$ cat src/rtl/router_pkg.sv
// Shared types and constants for the 1x3 router packet controller.
package router_pkg;

    localparam int ROUTER_NUM_PORTS = 3;
    localparam int ROUTER_ADDR_W    = 2;

    typedef enum logic [2:0] {
        DECODE_ADDRESS     = 3'd0,
        LOAD_FIRST_DATA    = 3'd1,
        LOAD_DATA          = 3'd2,
        FIFO_FULL_STATE    = 3'd3,
        LOAD_AFTER_FULL    = 3'd4,
        LOAD_PARITY        = 3'd5,
        CHECK_PARITY_ERROR = 3'd6,
        WAIT_TILL_EMPTY    = 3'd7
    } ctrl_state_t;

endpackage

$ cat src/rtl/router_wait_timer.sv
// Cycle counter for WAIT_TILL_EMPTY; held at zero outside the wait state,
// flags expiry once WAIT_LIMIT cycles have been counted.
module router_wait_timer #(
    parameter int WAIT_LIMIT = 1023
) (
    input  logic clock,
    input  logic reset,
    input  logic in_wait,
    output logic expired
);

    localparam int CNT_W = $clog2(WAIT_LIMIT + 1);

    logic [CNT_W-1:0] count;

    // The FSM always leaves the wait state at expiry, so no saturation is needed.
    always_ff @(posedge clock) begin
        if (reset || !in_wait) begin
            count <= '0;
        end else begin
            count <= count + 1'b1;
        end
    end

    assign expired = in_wait && (count == CNT_W'(WAIT_LIMIT));

endmodule

$ cat src/rtl/router_pkt_ctrl.sv
// Packet-sequencing FSM for the 1x3 router: header decode, FIFO flow control
// and Moore state strobes. Optional wait timeout: ROUTER_PKT_CTRL_WAIT_TIMEOUT_EN.
import router_pkg::*;

module router_pkt_ctrl #(
    parameter int NUM_PORTS  = ROUTER_NUM_PORTS,
    parameter int ADDR_W     = ROUTER_ADDR_W,
    parameter int WAIT_LIMIT = 1023
) (
    input  logic                 clock,
    input  logic                 reset,
    input  logic                 pkt_valid,
    input  logic [ADDR_W-1:0]    data_in,
    input  logic                 fifo_full,
    input  logic [NUM_PORTS-1:0] fifo_empty,
    input  logic [NUM_PORTS-1:0] soft_reset,
    input  logic                 parity_done,
    input  logic                 low_pkt_valid,
    output logic                 detect_add,
    output logic                 lfd_state,
    output logic                 ld_state,
    output logic                 full_state,
    output logic                 laf_state,
    output logic                 rst_int_reg,
    output logic                 write_enb_reg,
    output logic                 busy,
    output logic                 timeout
);

    localparam logic [ADDR_W:0] PORT_LIMIT = (ADDR_W + 1)'(NUM_PORTS);

    ctrl_state_t       state, next_state;
    logic [ADDR_W-1:0] addr_q;
    logic              addr_legal;
    logic              hdr_empty;
    logic              cur_empty;
    logic              cur_soft;
    logic              wait_expired;

    assign addr_legal = ({1'b0, data_in} < PORT_LIMIT);
    assign hdr_empty  = addr_legal && fifo_empty[data_in];
    assign cur_empty  = fifo_empty[addr_q];
    assign cur_soft   = soft_reset[addr_q];

`ifdef ROUTER_PKT_CTRL_WAIT_TIMEOUT_EN
    logic timeout_d;
    logic timeout_q;

    router_wait_timer #(
        .WAIT_LIMIT (WAIT_LIMIT)
    ) u_wait_timer (
        .clock   (clock),
        .reset   (reset),
        .in_wait (state == WAIT_TILL_EMPTY),
        .expired (wait_expired)
    );

    // Pulse only when expiry actually drives the exit; a draining FIFO or a
    // soft reset on the same cycle takes precedence.
    assign timeout_d = wait_expired && !cur_empty && !cur_soft;

    always_ff @(posedge clock) begin
        if (reset) begin
            timeout_q <= 1'b0;
        end else begin
            timeout_q <= timeout_d;
        end
    end

    assign timeout = timeout_q;
`else
    logic unused_wait_limit;

    assign unused_wait_limit = |WAIT_LIMIT;
    assign wait_expired      = 1'b0;
    assign timeout           = 1'b0;
`endif

    always_ff @(posedge clock) begin
        if (reset) begin
            state  <= DECODE_ADDRESS;
            addr_q <= '0;
        end else begin
            state <= next_state;
            if (state == DECODE_ADDRESS && pkt_valid && addr_legal) begin
                addr_q <= data_in;
            end
        end
    end

    always_comb begin
        next_state = state;
        case (state)
            DECODE_ADDRESS: begin
                if (pkt_valid && addr_legal) begin
                    next_state = hdr_empty ? LOAD_FIRST_DATA : WAIT_TILL_EMPTY;
                end
            end
            LOAD_FIRST_DATA: next_state = LOAD_DATA;
            LOAD_DATA: begin
                if (fifo_full) begin
                    next_state = FIFO_FULL_STATE;
                end else if (!pkt_valid) begin
                    next_state = LOAD_PARITY;
                end
            end
            FIFO_FULL_STATE: begin
                if (!fifo_full) begin
                    next_state = LOAD_AFTER_FULL;
                end
            end
            LOAD_AFTER_FULL: begin
                if (parity_done) begin
                    next_state = DECODE_ADDRESS;
                end else if (low_pkt_valid) begin
                    next_state = LOAD_PARITY;
                end else begin
                    next_state = LOAD_DATA;
                end
            end
            LOAD_PARITY: next_state = CHECK_PARITY_ERROR;
            CHECK_PARITY_ERROR: begin
                next_state = fifo_full ? FIFO_FULL_STATE : DECODE_ADDRESS;
            end
            WAIT_TILL_EMPTY: begin
                if (cur_empty) begin
                    next_state = LOAD_FIRST_DATA;
                end else if (wait_expired) begin
                    next_state = DECODE_ADDRESS;
                end
            end
            default: next_state = DECODE_ADDRESS;
        endcase

        // Read-timeout on the FIFO this packet targets aborts the packet.
        if (state != DECODE_ADDRESS && cur_soft) begin
            next_state = DECODE_ADDRESS;
        end
    end

    always_comb begin
        detect_add    = 1'b0;
        lfd_state     = 1'b0;
        ld_state      = 1'b0;
        full_state    = 1'b0;
        laf_state     = 1'b0;
        rst_int_reg   = 1'b0;
        write_enb_reg = 1'b0;
        busy          = 1'b1;
        case (state)
            DECODE_ADDRESS: begin
                detect_add = 1'b1;
                busy       = 1'b0;
            end
            LOAD_FIRST_DATA: lfd_state = 1'b1;
            LOAD_DATA: begin
                ld_state      = 1'b1;
                write_enb_reg = 1'b1;
                busy          = 1'b0;
            end
            FIFO_FULL_STATE: full_state = 1'b1;
            LOAD_AFTER_FULL: begin
                laf_state     = 1'b1;
                write_enb_reg = 1'b1;
            end
            LOAD_PARITY:        write_enb_reg = 1'b1;
            CHECK_PARITY_ERROR: rst_int_reg   = 1'b1;
            WAIT_TILL_EMPTY:    busy          = 1'b1;
            default: begin
                detect_add = 1'b1;
                busy       = 1'b0;
            end
        endcase
    end

endmodule

$ cat config.mk
export PLATFORM = sky130hd
export DESIGN_NAME = router_pkt_ctrl
export DESIGN_NICKNAME = d
export VERILOG_FILES = /design/src/rtl/router_pkg.sv /design/src/rtl/router_wait_timer.sv /design/src/rtl/router_pkt_ctrl.sv
export SDC_FILE = /design/constraint.sdc
export NUM_CORES = 1
export LEC_CHECK = 0
export BUFFER_PORTS_ARGS = -buffer_cell sky130_fd_sc_hd__buf_4
export CORE_AREA = 2 2 39 41
export CTS_BUF_LIST = sky130_fd_sc_hd__clkbuf_4 sky130_fd_sc_hd__clkbuf_8
export CTS_CLUSTER_DIAMETER = 100
export DETAILED_ROUTE_END_ITERATION = 7
export DIE_AREA = 0 0 41 43
export GPL_ROUTABILITY_DRIVEN = 0
export GPL_TIMING_DRIVEN = 0
export PLACE_DENSITY = 0.67
export SYNTH_ARGS = -nofsm -noshare
export SYNTH_HDL_FRONTEND = slang
export SYNTH_HIERARCHICAL = 1
export SYNTH_SLANG_ARGS = --single-unit
$ cat constraint.sdc
create_clock -name clock -period 1.8 [get_ports clock]
set_input_delay 0.36 -clock clock [delete_from_list [all_inputs] [get_ports clock]]
set_output_delay 0.36 -clock clock [all_outputs]
set_load 0.005 [all_outputs]
==> results.sh <==
export IMPL_status="completed"
export IMPL_synth_distinct_cells=38
export IMPL_io_pins=23
export IMPL_num_antenna_cells=0
export IMPL_die_h_um=43
export IMPL_syn_nets=82
export IMPL_hold_violations=0
export IMPL_root_buffer="clkbuf_4"
export IMPL_pwr_share_clk_pct=13.2
export IMPL_avgViaCountPerCell=5.02
export IMPL_dieArea_mm2=0.00176
export IMPL_r2r_cells=6
export IMPL_seq_area_frac_synth_pct=19.7
export IMPL_drc=0
export IMPL_pwr_share_comb_pct=70.3
export IMPL_p_total_uw=1080
export IMPL_swShare_pct=40.2
export IMPL_n_fill_cell=143
export IMPL_cp_start_kind="flop"
export IMPL_critPathKind="flop to output port"
export IMPL_firstDrtPassIters=4
export IMPL_die_w_um=41
export IMPL_synthMuxAreaShare_pct=8.11
export IMPL_worstReg2RegStart="state[0]"
export IMPL_final_area_um2=723
export IMPL_holdWs_ps=307
export IMPL_antenna_left=0
export IMPL_start_util_pct=36.8
export IMPL_worstReg2RegEnd="state[2]"
export IMPL_finClkSkew_ps=0.180
export IMPL_crit_arrival_ps=1340
export IMPL_slew_viol_final=0
export IMPL_async_flop_share_pct=0
export IMPL_fin_nets=108
export IMPL_vias=547
export IMPL_grt_overflow=0
export IMPL_setup_violations=0
export IMPL_holdPathStages=2
export IMPL_period_share_pct=94.5
export IMPL_hold_buffers=0
export IMPL_synth_fa_ha_area_share_pct=0
export IMPL_numCtsBuffers=3
export IMPL_antenna_found_initial=0
export IMPL_area_growth_pct=42.0
export IMPL_grt_pass1_wl_mm=1.99
export IMPL_synth_top_family_by_area="simple AND/OR/NAND/NOR gates"
export IMPL_cts_tree="yes"
export IMPL_grt_usage_pct=16.6
export IMPL_seq_power_share_pct=16.5
export IMPL_p_switching_uw=434
export IMPL_synth_flop_cell="dfxtp_1"
export IMPL_crit_fanout=10
export IMPL_rsz0062_at_grt="no"
export IMPL_syn_inst=68
export IMPL_drv_cap=0
export IMPL_period_needed_ps=1700
export IMPL_clkTransAtPathRegs_ps=40
export IMPL_ir_drop_v=0.000737
export IMPL_rows=14
export IMPL_synthSimpleGateAreaFrac_pct=36.1
export IMPL_cts_buffer_depth=2
export IMPL_core_mm2=0.00138
export IMPL_ff2ff_setup_slack_ps=380
export IMPL_drive_gt1_share_pct=47.3
export IMPL_synth_xor_area_share_pct=0
export IMPL_wire_per_inst_um=11.1
export IMPL_cts_htree_levels=1
export IMPL_whs_endpoint="addr_q[1]"
export IMPL_cp_end_kind="output port"
export IMPL_portBuffers=21
export IMPL_hold_path_class="input pin to flop"
export IMPL_grt_start_max_net_pins=11
export IMPL_p_int_uw=645
export IMPL_synth_edff_count=0
export IMPL_wl_mm=1.21
export IMPL_post_cts_setup_buffers=0
export IMPL_place_area_um2=687
export IMPL_hp_start="reset"
export IMPL_clk_insertion_delay_late_ps=240
export IMPL_p_leak_uw=0.000330
export IMPL_yosys_warnings=6
export IMPL_syn_area_um2=509
export IMPL_power_density_mw_per_mm2=1490
export IMPL_place_hpwl_um=942
export IMPL_setup_tns_ps=0
export IMPL_max_freq_mhz=588
export IMPL_grt_pass1_vias=520
export IMPL_synth_seq_cells=5
export IMPL_drt_iter0_drc=10
export IMPL_cp_data_required_time_ps=1440
export IMPL_syn_area_per_cell_um2=7.49
export IMPL_synth_compound_area_share_pct=26.0
export IMPL_clock_sinks=5
## power groups by stage
stage | combinational, uW | clock, uW | sequential (uW)
detailed placement | 745 | 0 | 180
finish | 759 | 142 | 178
global placement | 738 | 0 | 179
floorplan | 507 | 0 | 175
global route | 838 | 167 | 184
CTS | 746 | 151 | 179
## per-stage QoR
step | setup WS [ps] | utilization [%] | instances
2_1_floorplan | 444 | - | 68
3_3_place_gp | 315 | 49.6 | 105
3_5_place_dp | 308 | 49.6 | 105
4_1_cts | 43.6 | 51.8 | 109
5_1_grt | 25.5 | 52.3 | 109
6_report | 99.5 | 52.3 | 109
## area by class of cell
type / instances / area [um2] / share of cell area, %
plain buffers: 5 / 38.8 / 5.36
clock buffers: 4 / 30.0 / 4.15
inverters: 3 / 11.3 / 1.56
multi-input cells: 55 / 365 / 50.5
flip-flops and latches: 5 / 100 / 13.8
well taps: 16 / 20.0 / 2.77
repair buffers: 21 / 158 / 21.8
## worst max path at each step
stage,from,to,slack [ps],cells past startpoint
4_1_cts,state[1],write_enb_reg,40,4
6_report,state[1],write_enb_reg,100,4
3_3_place_gp,state[1],write_enb_reg,320,4
5_1_grt,state[1],write_enb_reg,30,4
2_1_floorplan,state[0],state[2],440,6
3_5_place_dp,state[1],write_enb_reg,310,4
## cells in the mapped netlist, types with 2 or more instances
cell type | n | area [um2]
nor2_1 | 7 | 26.3
a21oi_1 | 4 | 20.0
mux2i_1 | 3 | 30.0
o21ai_1 | 2 | 10.0
o21ai_2 | 2 | 17.5
o21ai_0 | 3 | 15.0
dfxtp_1 | 5 | 100
nor3_2 | 2 | 20.0
nand3b_1 | 3 | 22.5
nand2b_1 | 2 | 12.5
buf_2 | 2 | 10.0
nor3b_1 | 2 | 15.0
nand2_1 | 3 | 11.3
nor2_2 | 3 | 18.8
inv_1 | 2 | 7.51
## repair_timing
item,in CTS,in global routing
hold endpoints to repair,0,0
endpoints found under the setup margin,0,1
gates resized for setup,0,2
## flip-flops by register name, summed over array words and instances (netlist names)
signal,cells
state,3
addr_q,2
## layer usage
layer	up-vias	global-route usage (%)	share of wire, %
li1	288	-	-
met1	238	18.4	44
met2	21	26.6	48
met3	0	9.42	7.1
met4	0	3.33	0
met5	-	0	0
## cell usage in the layout, fill, tap and decap left out, types with 2 or more instances in the layout
master / instances
a21oi_1: 4
buf_4: 22
clkbuf_4: 6
dfxtp_1: 5
inv_1: 2
mux2i_1: 3
nand2_1: 3
nand2b_1: 2
nand3b_1: 3
nor2_1: 7
nor2_2: 3
nor3_2: 2
nor3b_1: 2
o21ai_0: 3
o21ai_1: 2
o21ai_2: 2
## cell families after synthesis
group / Yosys count
AND/OR/NAND/NOR: 30
AO/OA/AOI/OAI: 20
buffers and inverters: 8
flip-flops: 5
multiplexers: 4
other: 1
## critical path, cell delays in order, from the launching register on
cell and delay [ps]:
dfxtp_1 320, clkbuf_4 190, or2b_4 310, o21ai_0 150, buf_4 130
Note: power is estimated with default switching activity, not from simulation.
